`config.mk`:
```
export PLATFORM = sky130hd
export DESIGN_NAME = imem_loader
export DESIGN_NICKNAME = d
export VERILOG_FILES = /design/src/rtl/imem_loader.sv
export SDC_FILE = /design/constraint.sdc
export NUM_CORES = 1
export LEC_CHECK = 0
export CAP_MARGIN = 20
export CELL_PAD_IN_SITES_DETAIL_PLACEMENT = 1
export CELL_PAD_IN_SITES_GLOBAL_PLACEMENT = 1
export CORE_UTILIZATION = 45
export DETAILED_ROUTE_END_ITERATION = 8
export DONT_BUFFER_PORTS = 1
export PLACE_DENSITY_LB_ADDON = 0.1
export SLEW_MARGIN = 5
export SYNTH_ARGS = -nofsm -noshare
export SYNTH_HDL_FRONTEND = slang
export SYNTH_SLANG_ARGS = --single-unit
```
`constraint.sdc`:
```
create_clock -name clk -period 2.5 [get_ports clk]
set_input_delay 0.5 -clock clk [delete_from_list [all_inputs] [get_ports clk]]
set_output_delay 0.5 -clock clk [all_outputs]
set_load 0.005 [all_outputs]
```
`src/rtl/imem_loader.sv`:
```
// Boot loader: parses a byte stream (count header, little-endian payload, XOR checksum) into instruction RAM.
// Latency: a word's write strobe is registered on the edge accepting its fourth byte; done/error on the checksum edge.
// Backpressure: s_ready is high in HEADER/LOAD/CHECK and low in terminal states and during reset; idle cycles are transparent.
module imem_loader #(
    parameter int MAX_WORDS = 32
) (
    input  logic        clk,
    input  logic        reset,
    input  logic        s_valid,
    output logic        s_ready,
    input  logic [7:0]  s_data,
    output logic        wr_en,
    output logic [4:0]  wr_addr,
    output logic [31:0] wr_data,
    output logic        cpu_reset,
    output logic        done,
    output logic        error,
    output logic [5:0]  word_count
);

    typedef enum logic [2:0] {
        HEADER,
        LOAD,
        CHECK,
        DONE,
        ERROR
    } state_t;

    // Header values are compared at 9 bits so any byte value is range-checked safely.
    localparam logic [8:0] MAX_N = 9'(MAX_WORDS);

    state_t      state;
    logic [7:0]  n_words;
    logic [1:0]  byte_idx;
    logic [7:0]  xor_acc;
    logic [23:0] word_buf;
    logic        xfer;

    // Ready only while parsing; forced low during reset so no byte is consumed in that cycle.
    assign s_ready = !reset && ((state == HEADER) || (state == LOAD) || (state == CHECK));
    assign xfer    = s_valid && s_ready;

    // Frame parser: state, byte assembly, running checksum and registered RAM write / status outputs.
    always_ff @(posedge clk) begin
        if (reset) begin
            state      <= HEADER;
            n_words    <= 8'd0;
            byte_idx   <= 2'd0;
            xor_acc    <= 8'd0;
            word_buf   <= 24'd0;
            wr_en      <= 1'b0;
            wr_addr    <= 5'd0;
            wr_data    <= 32'd0;
            word_count <= 6'd0;
            done       <= 1'b0;
            error      <= 1'b0;
            cpu_reset  <= 1'b1;
        end else begin
            wr_en <= 1'b0;
            if (xfer) begin
                case (state)
                    HEADER: begin
                        if ((s_data != 8'd0) && ({1'b0, s_data} <= MAX_N)) begin
                            n_words <= s_data;
                            state   <= LOAD;
                        end else begin
                            state <= ERROR;
                            error <= 1'b1;
                        end
                    end
                    LOAD: begin
                        xor_acc  <= xor_acc ^ s_data;
                        byte_idx <= byte_idx + 2'd1;
                        case (byte_idx)
                            2'd0: word_buf[7:0]   <= s_data;
                            2'd1: word_buf[15:8]  <= s_data;
                            2'd2: word_buf[23:16] <= s_data;
                            default: begin
                                // Fourth byte completes the word: first byte lands in bits [7:0].
                                wr_en      <= 1'b1;
                                wr_addr    <= word_count[4:0];
                                wr_data    <= {s_data, word_buf};
                                word_count <= word_count + 6'd1;
                                if (({2'b00, word_count} + 8'd1) == n_words) begin
                                    state <= CHECK;
                                end
                            end
                        endcase
                    end
                    CHECK: begin
                        if (s_data == xor_acc) begin
                            state     <= DONE;
                            done      <= 1'b1;
                            cpu_reset <= 1'b0;
                        end else begin
                            state <= ERROR;
                            error <= 1'b1;
                        end
                    end
                    default: begin
                        // DONE and ERROR hold until reset; s_ready is low so this is unreachable.
                    end
                endcase
            end
        end
    end

endmodule

```
# After elaboration in Yosys (flattened, before gate mapping)
# Cells that the tools add are included.
[word_totals] reg_bits=92 out_inout_bits=48
[classes] n_addsub=3 order_cmp=1 eq_ne=10 n_mux=9 n_bitwise=4 reduce_logical=22
[op_table] cell="3-bit AND reduction" n=6
[op_table] cell="3-bit two-way mux" n=4
[op_table] cell="3-bit case mux with 3 select lines" n=1
[op_table] cell="7-bit by 8-bit equality test with 1-bit output" n=1
[op_table] cell="8-bit equality test" n=1
[op_table] cell="8-bit by 6-bit <= comparator with 1-bit output (second input constant)" n=1
[op_table] cell="4-bit AND reduction" n=2
[op_table] cell="8-bit nonzero test" n=1
[op_table] cell="8-bit XOR" n=1
[op_table] cell="6-bit by 1-bit adder with 7-bit output (second input constant)" n=1
[op_table] cell="6-bit by 1-bit adder with 6-bit output (second input constant)" n=1
[op_table] cell="2-bit != test (second input constant)" n=3
[op_table] cell="3-bit OR reduction" n=2
[op_table] cell="3-bit by 1-bit equality test with 1-bit output (second input constant)" n=1
[op_table] cell="3-bit by 2-bit equality test with 1-bit output (second input constant)" n=1
[op_table] cell="1-bit logical AND" n=3
[op_table] cell="3-bit zero test" n=1
[op_table] cell="1-bit two-way mux" n=3
[op_table] cell="1-bit inverter" n=3
[op_table] cell="3-bit nonzero test" n=1
[op_table] cell="2-bit by 1-bit adder with 2-bit output (second input constant)" n=1
[op_table] cell="2-bit by 1-bit equality test with 1-bit output (second input constant)" n=1
[op_table] cell="2-bit equality test (second input constant)" n=1
[op_table] cell="2-bit zero test" n=1
[op_table] cell="6 further kinds" n=7

# Logic depth before layout (Yosys ltp)
# Gate-level depths: netlist of run 1.
[logic_depth] depth_word=7 ltp_mapped=8

# Worst setup path before layout of run 1
# OpenSTA, ideal clock, no wires.
[synth_timing] path_type="input port to flip-flop" from="input port s_data[1]" to="register n_words[0]" t_arrival_ps=1792 required_ps=2372 setup_slack_ps=581 path_stages=6 n_path_buf=1 cell_sequence="buf_2 -> nor4_1 -> a2111oi_0 -> o21ai_2 -> mux2i_1 -> nor2_1"
[synth_between] elab_chain_len=3
[synth_lines] element="from (decl)" line="11" rtl="input logic [7:0] s_data,"
[synth_lines] element="8-bit by 6-bit <= comparator with 1-bit output or 8-bit nonzero test (tied branches)" line="63" rtl="if ((s_data != 8'd0) && ({1'b0, s_data} <= MAX_N)) begin"
[synth_lines] element="1-bit logical AND (*)" line="63"
[synth_lines] element="3-bit AND reduction (no source line) (*)"
[synth_lines] element="to (signal assigned)" line="64" rtl="n_words <= s_data;"
[synth_lines] element="to (decl)" line="33" rtl="logic [7:0] n_words;"
# Every way passes the cells marked *; elsewhere a longest branch is shown, timed or not.
# A chain may end at the register's enable or synchronous reset.

# Final worst setup path of run 1
[layout_timing] from="register state[2]" to="register word_count[5]"
[layout_between] elab_chain_len=6
[layout_lines] element="from (decl)" line="32" rtl="state_t state;"
[layout_lines] element="from (signal assigned)" line="46" rtl="state <= HEADER;"
[layout_lines] element="from (signal assigned)" line="65" rtl="state <= LOAD;"
[layout_lines] element="from (signal assigned)" line="67" rtl="state <= ERROR;"
[layout_lines] element="3-bit by 1-bit equality test with 1-bit output or 3-bit zero test (tied branches)" line="40, 61"
[layout_lines] element="1-bit logical OR (2 in a row)" line="40" rtl="assign s_ready = !reset && ((state == HEADER) || (state == LOAD) || (state == CHECK));"
[layout_lines] element="1-bit logical AND" line="40"
[layout_lines] element="1-bit logical AND" line="41" rtl="assign xfer = s_valid && s_ready;"
[layout_lines] element="3-bit AND reduction (no source line) (*)"
[layout_lines] element="to (signal assigned)" line="83" rtl="word_count <= word_count + 6'd1;"
[layout_lines] element="to (decl)" line="18" rtl="output logic [5:0] word_count"
# Marked as above.

==> run summary, run 1 <==
The run finished with clean final reports. The count of endpoints failing setup in the final report came out at 0. The via-per-instance ratio came out at between 5 and 6. The synthesized netlist occupies a cell area of approximately 0.0037 sq mm. Routability-driven placement finished with a final weighted congestion of roughly 0.77. The sequential area share after synthesis is 49.6%.

The count of non-filler cells in the finished layout came out at roughly 540. Synthesis handed over a netlist of approximately 450 instances. For this configuration, the core starts out at a cell density of 47.3%. sky130_fd_sc_hd__dfxtp_1 takes more of the synthesized area than any other cell. The post-synthesis area per instance is slightly above 8 sq um. Leaving out fill and tap cells, the most frequent cells in the layout are 113 x sky130_fd_sc_hd__nand2_1, 92 x sky130_fd_sc_hd__dfxtp_1, 70 x sky130_fd_sc_hd__a21oi_1. The critical path start-end classification is reg -> reg. For this block, the routed nets add up to between 8000 and 9000 um of wire. The estimated wirelength of the detail-placed design came out at roughly 5800 um.

The max-capacitance violation count came out at 0. The number of nets handed over by synthesis was 469. The maximum clock skew at final layout came out at 0.00893 ns.

The startpoint of the worst hold path is reset. For this design, the sink count on the clock tree is ~90. Once placement finished, the instance area stood at roughly 0.0038 sq mm. The maximum level of the CTS H-tree is 3. The floorplan has 32 rows. For flop-to-flop paths, the worst setup slack is 0.40 ns. Yosys attributes the largest share of cell area to sky130_fd_sc_hd__dfxtp_1 50%, sky130_fd_sc_hd__nand2_1 11%, sky130_fd_sc_hd__a21oi_1 9.4%. The synthesized design contains about 90 register bits. Buffers added to address setup during post-CTS repair amount to 0.

The number of remaining DRC errors is 0. The worst reg-to-reg path cell count is 6. The fraction of the cycle the final worst path needs is approximately 84%. The number of antenna violations at the first check in global routing is 0. The number of different library cells in the post-synthesis netlist came out at 38. The number of cells on the worst hold path is 1.

Setup repair after global routing left no endpoint under its margin. The total area inside the core boundary comes to between 0.007 and 0.008 sq mm. Including well taps, the total number of placed cells is about 530. The worst setup path is launched from a register. The floorplan step set the die width to ~93 um.

The die outline height came out at a little over 90 um. The startpoint identified for the worst register-to-register timing path is state[2]$_SDFFE_PP0P_. On the critical path, the stage with the largest delay is an instance of sky130_fd_sc_hd__or3_2.

Hold repair after CTS inserted 0 buffers. The number of enable-type register cells in the synthesized netlist came out at 0. After clock tree synthesis, the clock-pin slew on the worst setup and hold paths is roughly 0.09 ns. STA classifies the critical path endpoint as a register. The proportion of register bits with asynchronous set or reset after synthesis is 0%.

The total count of hold-check failures in the final report came out at 0. The routing usage on met3 came out at 4.43%. The clock tree root buffer cell is sky130_fd_sc_hd__clkbuf_8. Counting both buffers and inverters, the worst setup path holds a total of 1. The count of pins on the block boundary is 59. The wire length of the first global-routing pass came out at 14,600 um. The Yosys warning count is 0.

The path with the worst hold slack has its endpoint at wr_addr[4]$_SDFFE_PP0P_. The most common cell after layout, fill and taps aside is sky130_fd_sc_hd__nand2_1. The endpoint identified for the worst register-to-register timing path is word_count[5]$_SDFFE_PP0P_.

0 antenna diodes ended up in the layout. The signed area change from the synthesized netlist to the final layout is 7.82%. The clock latency reported for the late side of the worst-skew pair came out at 0.36 ns. After routing, the total negative slack on setup checks comes to 0 ns. The cell family contributing the most delay on the critical path is simple AND/OR/NAND/NOR gates.

The detailed-router iteration count before antenna repair came out at 4. For the worst setup path, the data arrival time is approximately 2.4 ns. The met1 demand-to-capacity share in global routing is 28.3%. The final layout contains approximately 450 nets. The share of synthesized area in the top cell type comes to around half.

The routed wire length per instance is around 16 um. The largest stage delay on the critical path is 0.51 ns. Entering global routing, the biggest net connects a little over 90 pins. Counting the buffers created by CTS gives 9.

The worst max-slew margin expressed relative to the limit is a little over half. Dividing total power by cell area gives a power density of 685 mW/mm^2. The met2 usage came out at about a third. The quantity of I/O buffers inserted on ports came out at 0. The total number of vias is around 2,900. The floorplan die area is roughly 0.0086 sq mm. The final number of max-transition violations is 0. The overall track demand over capacity in global routing came out at 21.6%.

The number of fill cells is between 900 and 1,000. The largest fanout of any net on the critical path came out at 28. The total leakage power came out at 1.39 nW. The layer with the highest usage after global routing is met2. Walking the worst path, the cells encountered are or3b_4, or3_2, buf_4, nor3_2, xnor2_1, nor2_1. The required arrival time at the worst endpoint is around 2.8 ns. The share of post-route cells with drive strength above 1 came out at between 7 and 8%. The number of nets still failing antenna checks after routing came out at 0. The via count of the first global-routing pass came out at around 3,000. The starting DRC count in detailed routing is 105. The maximum count of clock buffers along a single path came out at 2. The maximum clock rate is roughly 480 MHz. The total grt overflow came out at 0. The maximum VDD drop came out at between 0.3 and 0.4 mV. The tightest min-delay check is of the in -> reg type. For the pin with the worst max-slew slack, the measured transition is between 0.6 and 0.7 ns.

The clock tree from TritonCTS is built. Among all flip-flop cells after synthesis, the most frequent one is sky130_fd_sc_hd__dfxtp_1. Once layout is done, the placed cells without fillers occupy between 0.004 and 0.005 sq mm. The clock period could shrink to 2.10 ns. The first element of the critical path is state[2]$_SDFFE_PP0P_. The number of instances resized during post-cts repair came out at 0.
registers in the layout, indices dropped and copies added, names as in the netlist:
| signal | count |
|---|---|
| xor_acc | 8 |
| done | 1 |
| cpu_reset | 1 |
| wr_addr | 5 |
| byte_idx | 2 |
| word_count | 6 |
| word_buf | 24 |
| state | 3 |
| error | 1 |
| wr_en | 1 |
| wr_data | 32 |
| n_words | 8 |
how the worst max path moves through the flow:
stage                                       to  slack, ns  cells after the start
global placement    word_count[5]$_SDFFE_PP0P_       0.32                      6
detailed placement  word_count[5]$_SDFFE_PP0P_       0.28                      6
floorplan              n_words[0]$_SDFFE_PP0P_       0.58                      6
global route             state[0]$_SDFFE_PP0P_       0.29                      5
finish              word_count[5]$_SDFFE_PP0P_       0.40                      6
CTS                 word_count[5]$_SDFFE_PP0P_       0.40                      6
kinds of logic (layout without fill, tap and decap cells):
group,after synthesis,in the layout,share of synthesized area [%]
adders and majority gates,5,5,1.69
buffers and inverters,46,35,5.73
muxes,6,6,1.62
xor gates and xnor gates,28,28,6.61
and+or+nand+nor,193,193,22.6
DFF,92,92,49.6
AOI/OAI and AO/OA,83,83,12.1
stage by stage:
| step | setup WS [ns] | util (%) | power (mW) | hold slack (ns) |
|---|---|---|---|---|
| finish | 0.400 | 51.0 | 2.74 | 0.203 |
| global route | 0.293 | 51.0 | 2.85 | 0.191 |
| CTS | 0.396 | 51.0 | 2.77 | 0.190 |
| detailed placement | 0.282 | 47.8 | 1.56 | 0.442 |
| global placement | 0.323 | 47.8 | 1.56 | 0.438 |
| floorplan | 0.581 | - | 1.58 | 0.432 |
where the power goes:
group	internal, mW	leakage, nW	switching [mW]	total, mW
logic	0.0215	0.524	0.0230	0.0445
clock network	0.693	0.120	0.524	1.22
registers	1.47	0.741	0.00876	1.48
total	2.19	1.39	0.556	2.74
cells in the mapped netlist (2+ instances only):
library cell / number
sky130_fd_sc_hd__nand2_1: 113
sky130_fd_sc_hd__nor3_1: 5
sky130_fd_sc_hd__nor2_1: 27
sky130_fd_sc_hd__a21oi_1: 70
sky130_fd_sc_hd__buf_4: 3
sky130_fd_sc_hd__xor2_1: 19
sky130_fd_sc_hd__ha_1: 5
sky130_fd_sc_hd__nand3_1: 29
sky130_fd_sc_hd__inv_1: 9
sky130_fd_sc_hd__o211ai_1: 2
sky130_fd_sc_hd__o21a_1: 2
sky130_fd_sc_hd__or3_1: 2
sky130_fd_sc_hd__nand4_1: 2
sky130_fd_sc_hd__and3_1: 2
sky130_fd_sc_hd__nand2b_1: 2
sky130_fd_sc_hd__clkbuf_1: 20
sky130_fd_sc_hd__nor4_1: 3
sky130_fd_sc_hd__a211oi_1: 2
sky130_fd_sc_hd__buf_6: 2
sky130_fd_sc_hd__mux2i_1: 6
sky130_fd_sc_hd__xnor2_1: 9
sky130_fd_sc_hd__dfxtp_1: 92
sky130_fd_sc_hd__buf_2: 11
sky130_fd_sc_hd__nor2_4: 2
layout make-up:
type                            instances  area (sq um)  share of cell area, %
Clock buffer                           10           138                   3.44
Clock inverter                          5           109                   2.72
Inverter                               10          37.5                  0.938
Multi-Input combinational cell        315          1660                   41.5
Sequential cell                        92          1840                   46.0
Tap cell                              102           128                   3.19
Timing Repair Buffer                   10          87.6                   2.19
routing by layer:
metal	up-vias	part of all wire, %
li1	1453	-
met1	1395	48
met2	51	46
met3	13	4.4
met4	0	1.5
met5	-	0
No activity file was read; power rests on OpenSTA's default activity.
==> inputs of run 2 (changes only) <==
--- a/config.mk
+++ b/config.mk
@@ -8,7 +8,7 @@
 export CAP_MARGIN = 20
 export CELL_PAD_IN_SITES_DETAIL_PLACEMENT = 1
 export CELL_PAD_IN_SITES_GLOBAL_PLACEMENT = 1
-export CORE_UTILIZATION = 45
+export CORE_UTILIZATION = 42
 export DETAILED_ROUTE_END_ITERATION = 8
 export DONT_BUFFER_PORTS = 1
 export PLACE_DENSITY_LB_ADDON = 0.1
==> constraint.sdc (replaced) <==
create_clock -name clk -period 1.9 [get_ports clk]
set_input_delay 0.38 -clock clk [delete_from_list [all_inputs] [get_ports clk]]
set_output_delay 0.38 -clock clk [all_outputs]
set_load 0.005 [all_outputs]
==> run 2 against run 1 <==
Effect of this change:
- register-to-register slack worse by 0.29 ns
- global-route usage decreased by 0.88 points
- clock power rose by 16%
- combinational power grew 58%
- via count down 0.27%
- critical path depth rose by 1
- worst hold slack worse by 0.12 ns
- power increased by 25%
- die area up 7.0%
- largest cell class unchanged
- highest routed layer unchanged
==> run summary, run 2 (synthesized netlist as in run 1, its figures left out) <==
The post-CTS repair timing setup buffer count was 0 (unchanged). The total leakage power came out at 1.42 nW (+2.7%). The pin count of the biggest net entering global routing is 93 (unchanged). The worst max-slew margin expressed relative to the limit is 51.3% (-3.0 points).

The maximum VDD drop is 0.408 mV (+23%). The internal power summed over all cells came out at 2.64 mW (+21%). The final net count is 461 (+1.5%). STA classifies the critical path endpoint as a register. The count of pins on the block boundary is 59 (unchanged). The number of buffer and inverter stages on the critical path came to 2 (+1). The largest registers in the layout are wr_data (32), word_buf (24). The most common cell after layout, fill and taps aside is sky130_fd_sc_hd__nand2_1.

The clock transition at the register clock pins on the worst setup and hold paths after CTS came out at 0.10 ns (about the same). The wire length of the first global-routing pass was 14,400 um (-1.4%). The flow ran to the end, and the final reports show no timing, DRC or antenna violations. The required arrival time at the worst endpoint came out at 2.15 ns (-0.61 ns). The via-per-instance ratio came out at 5.23 (-2.3%). More flip-flops sit in one register than any other, and that register is wr_data. In this run the clock root is driven by a sky130_fd_sc_hd__clkbuf_8. The largest stage delay on the critical path came out at 0.39 ns (-0.12 ns). The total area of multi-input combinational cells came out at 0.00168 sq mm (+1.4%).

The horizontal die dimension is 96 um (+3.4%). The overall track demand over capacity in global routing came to 20.7% (-0.88 points). The minimum clock period came out at 1.79 ns (-0.310 ns). The number of remaining DRC errors came out at 0 (unchanged).

The overall power consumption is 3.43 mW (+25%). The signed area change from the synthesized netlist to the final layout came out at 9.74%. The switching part of the total power is 23.0% (+2.7 points). The estimated wirelength of the detail-placed design is 6070 um (+5.4%). The count of endpoints failing setup in the final report came out at 0 (unchanged). Setup repair after global routing could not meet its margin everywhere.

The total wire length is 9000 um (+3.6%). The routed wire length per instance is 16.2 um (+1.6%). The signal on the critical path passes through or3b_4, buf_4, nor2_2, buf_12, nand2_1, nand2_1, a21oi_1. The detailed-router iteration count before antenna repair is 4 (unchanged). The routability-driven placement congestion ratio came out at 0.745 (-3.5%). The worst setup path is launched from a register. The core occupancy in the finished layout is 48.6% (-2.4 points). The largest individual stage delay along the critical path comes from the cell sky130_fd_sc_hd__or3b_4. The critical path data arrival time came out at 2.04 ns (-0.32 ns). The floorplan row count came out at 33 (+3.1%). The die outline height came out at 96 um (+3.4%). The maximum level of the CTS H-tree is 3 (unchanged). TritonCTS built the clock tree. The starting utilization of the core area came out at 44.3% (-3.0 points).

The maximum clock rate is 558 MHz (+17%). The total clock sinks is 92 (unchanged). The maximum count of clock buffers along a single path is 2 (unchanged). The total grt overflow is 0 (unchanged). The max-capacitance violation count is 0 (unchanged). The dominant delay contributor by cell family on the critical path is simple AND/OR/NAND/NOR gates.

The part of the total power dissipated in sequential elements came out at 56.8% (+2.8 points). The power per standard cell area came to 842 mW/mm^2 (+23%). The quantity of I/O buffers inserted on ports came out at 0 (unchanged). The count of antenna diodes in the layout came to 0 (unchanged). The number of fill cells came out at 1,030 (+5.4%). The clock latency reported for the late side of the worst-skew pair is 0.36 ns (about the same).

The number of antenna violations at the first check in global routing was 0 (unchanged). In this design, the critical path's most frequently occurring cell is sky130_fd_sc_hd__nand2_1. The total count of hold-check failures in the final report was 0 (unchanged).

The core region area came out at 0.00838 sq mm (+6.8%). The final-layout worst hold slack is 0.0842 ns (-0.119 ns). The number of clock buffers inserted by TritonCTS came to 9 (unchanged).

The critical path start-end classification is reg -> reg. The via count of the first global-routing pass came out at 2,904 (-3.4%). The final number of max-transition violations was 0 (unchanged). The number of nets still failing antenna checks after routing came out at 0 (unchanged). The kind of path behind the tightest hold check is in -> reg. In the layout the commonest cells are 113 x sky130_fd_sc_hd__nand2_1, 92 x sky130_fd_sc_hd__dfxtp_1, 70 x sky130_fd_sc_hd__a21oi_1. The fraction of the cycle the final worst path needs is 94.2% (+10 points). The part of the power in the clock network came out at 41.2% (-3.2 points). The combinational power share came to 2.1% (+0.5 points).

The hold-fix buffer count after cts is 0 (unchanged). The sequential cell area came to 0.00184 sq mm (unchanged). The maximum clock skew at final layout came to 0.0169 ns (+0.00792 ns). The starting DRC count in detailed routing came out at 102 (-2.9%). The share of post-route cells with drive strength above 1 was 9.78% (+2.3 points). The number of flip-flops in the largest register is 32 (unchanged). The largest fanout of any net on the critical path is 30 (+7.1%). The floorplan die area is 0.00922 sq mm (+7.0%). The total number of vias is 2,904 (-0.27%). The net switching power came out at 0.787 mW (+42%). The transition time at the pin with the least slew margin came to 0.713 ns (+0.0446 ns).
==> run 2: cell types whose count changed in the layout (fill, tap and decap cells not counted), sizes merged <==
cell | before | now
buf | 10 | 17
inv | 11 | 14
bufinv | 3 | 1
clkinv | 0 | 1
clkinvlp | 1 | 0
==> run 2: cell type report <==
cell class | count | area share, %
clock inverters | 6 | 1.87
inverters | 10 | 0.922
clock buffers | 10 | 3.38
multi-input cells | 315 | 41.3
well taps | 105 | 3.23
flip-flops and latches | 92 | 45.2
repair buffers | 17 | 4.06
==> run 2: routing by layer <==
| layer | vias up | track usage [%] | wire, um |
|---|---|---|---|
| met5 | - | 0 | 0 |
| met2 | 62 | 33.5 | 4220 |
| met3 | 9 | 4.82 | 432 |
| met4 | 0 | 7.21 | 108 |
| li1 | 1466 | - | - |
| met1 | 1367 | 26.9 | 4240 |
==> run 2: worst paths after layout <==
path / cells past startpoint / slack (ns) / start / to
max: 7 / 0.11 / state[2]$_SDFFE_PP0P_ / word_buf[6]$_SDFFE_PP0P_
min: 1 / 0.08 / reset / error$_SDFFE_PP0P_
max reg2reg: 7 / 0.11 / state[2]$_SDFFE_PP0P_ / word_buf[6]$_SDFFE_PP0P_
min reg2reg: 2 / 0.45 / word_buf[6]$_SDFFE_PP0P_ / wr_data[6]$_SDFFE_PP0P_
==> run 2: stage by stage <==
step	area, sq um	TNS (ns)	worst slack [ns]	std cells
2_1_floorplan	3710	0	0.101	453
3_3_place_gp	3830	0	0.103	539
3_5_place_dp	3830	0	0.00268	539
4_1_cts	4050	0	0.0519	555
5_1_grt	4070	-0.00593	-0.00593	555
6_report	4070	0	0.109	555
==> run 2: worst register-to-register path: stages (launching register included) <==
cell	delay [ns]
sky130_fd_sc_hd__dfxtp_1	0.33
sky130_fd_sc_hd__or3b_4	0.39
sky130_fd_sc_hd__buf_4	0.16
sky130_fd_sc_hd__nor2_2	0.15
sky130_fd_sc_hd__buf_12	0.19
sky130_fd_sc_hd__nand2_1	0.24
sky130_fd_sc_hd__nand2_1	0.15
sky130_fd_sc_hd__a21oi_1	0.08
==> run 2: timing repair <==
item                                    4_1_cts  5_1_grt
pin swaps                                     0        1
endpoints found under the setup margin        1        3
gates resized for setup                       1        3
==> run 2: power by group through the flow <==
stage / logic (mW) / registers (mW) / clock network (mW)
6_report: 0.0705 / 1.95 / 1.41
5_1_grt: 0.0788 / 1.95 / 1.54
4_1_cts: 0.0690 / 1.95 / 1.46
3_5_place_dp: 0.0685 / 1.99 / 0
3_3_place_gp: 0.0658 / 1.99 / 0
2_1_floorplan: 0.0923 / 1.99 / 0
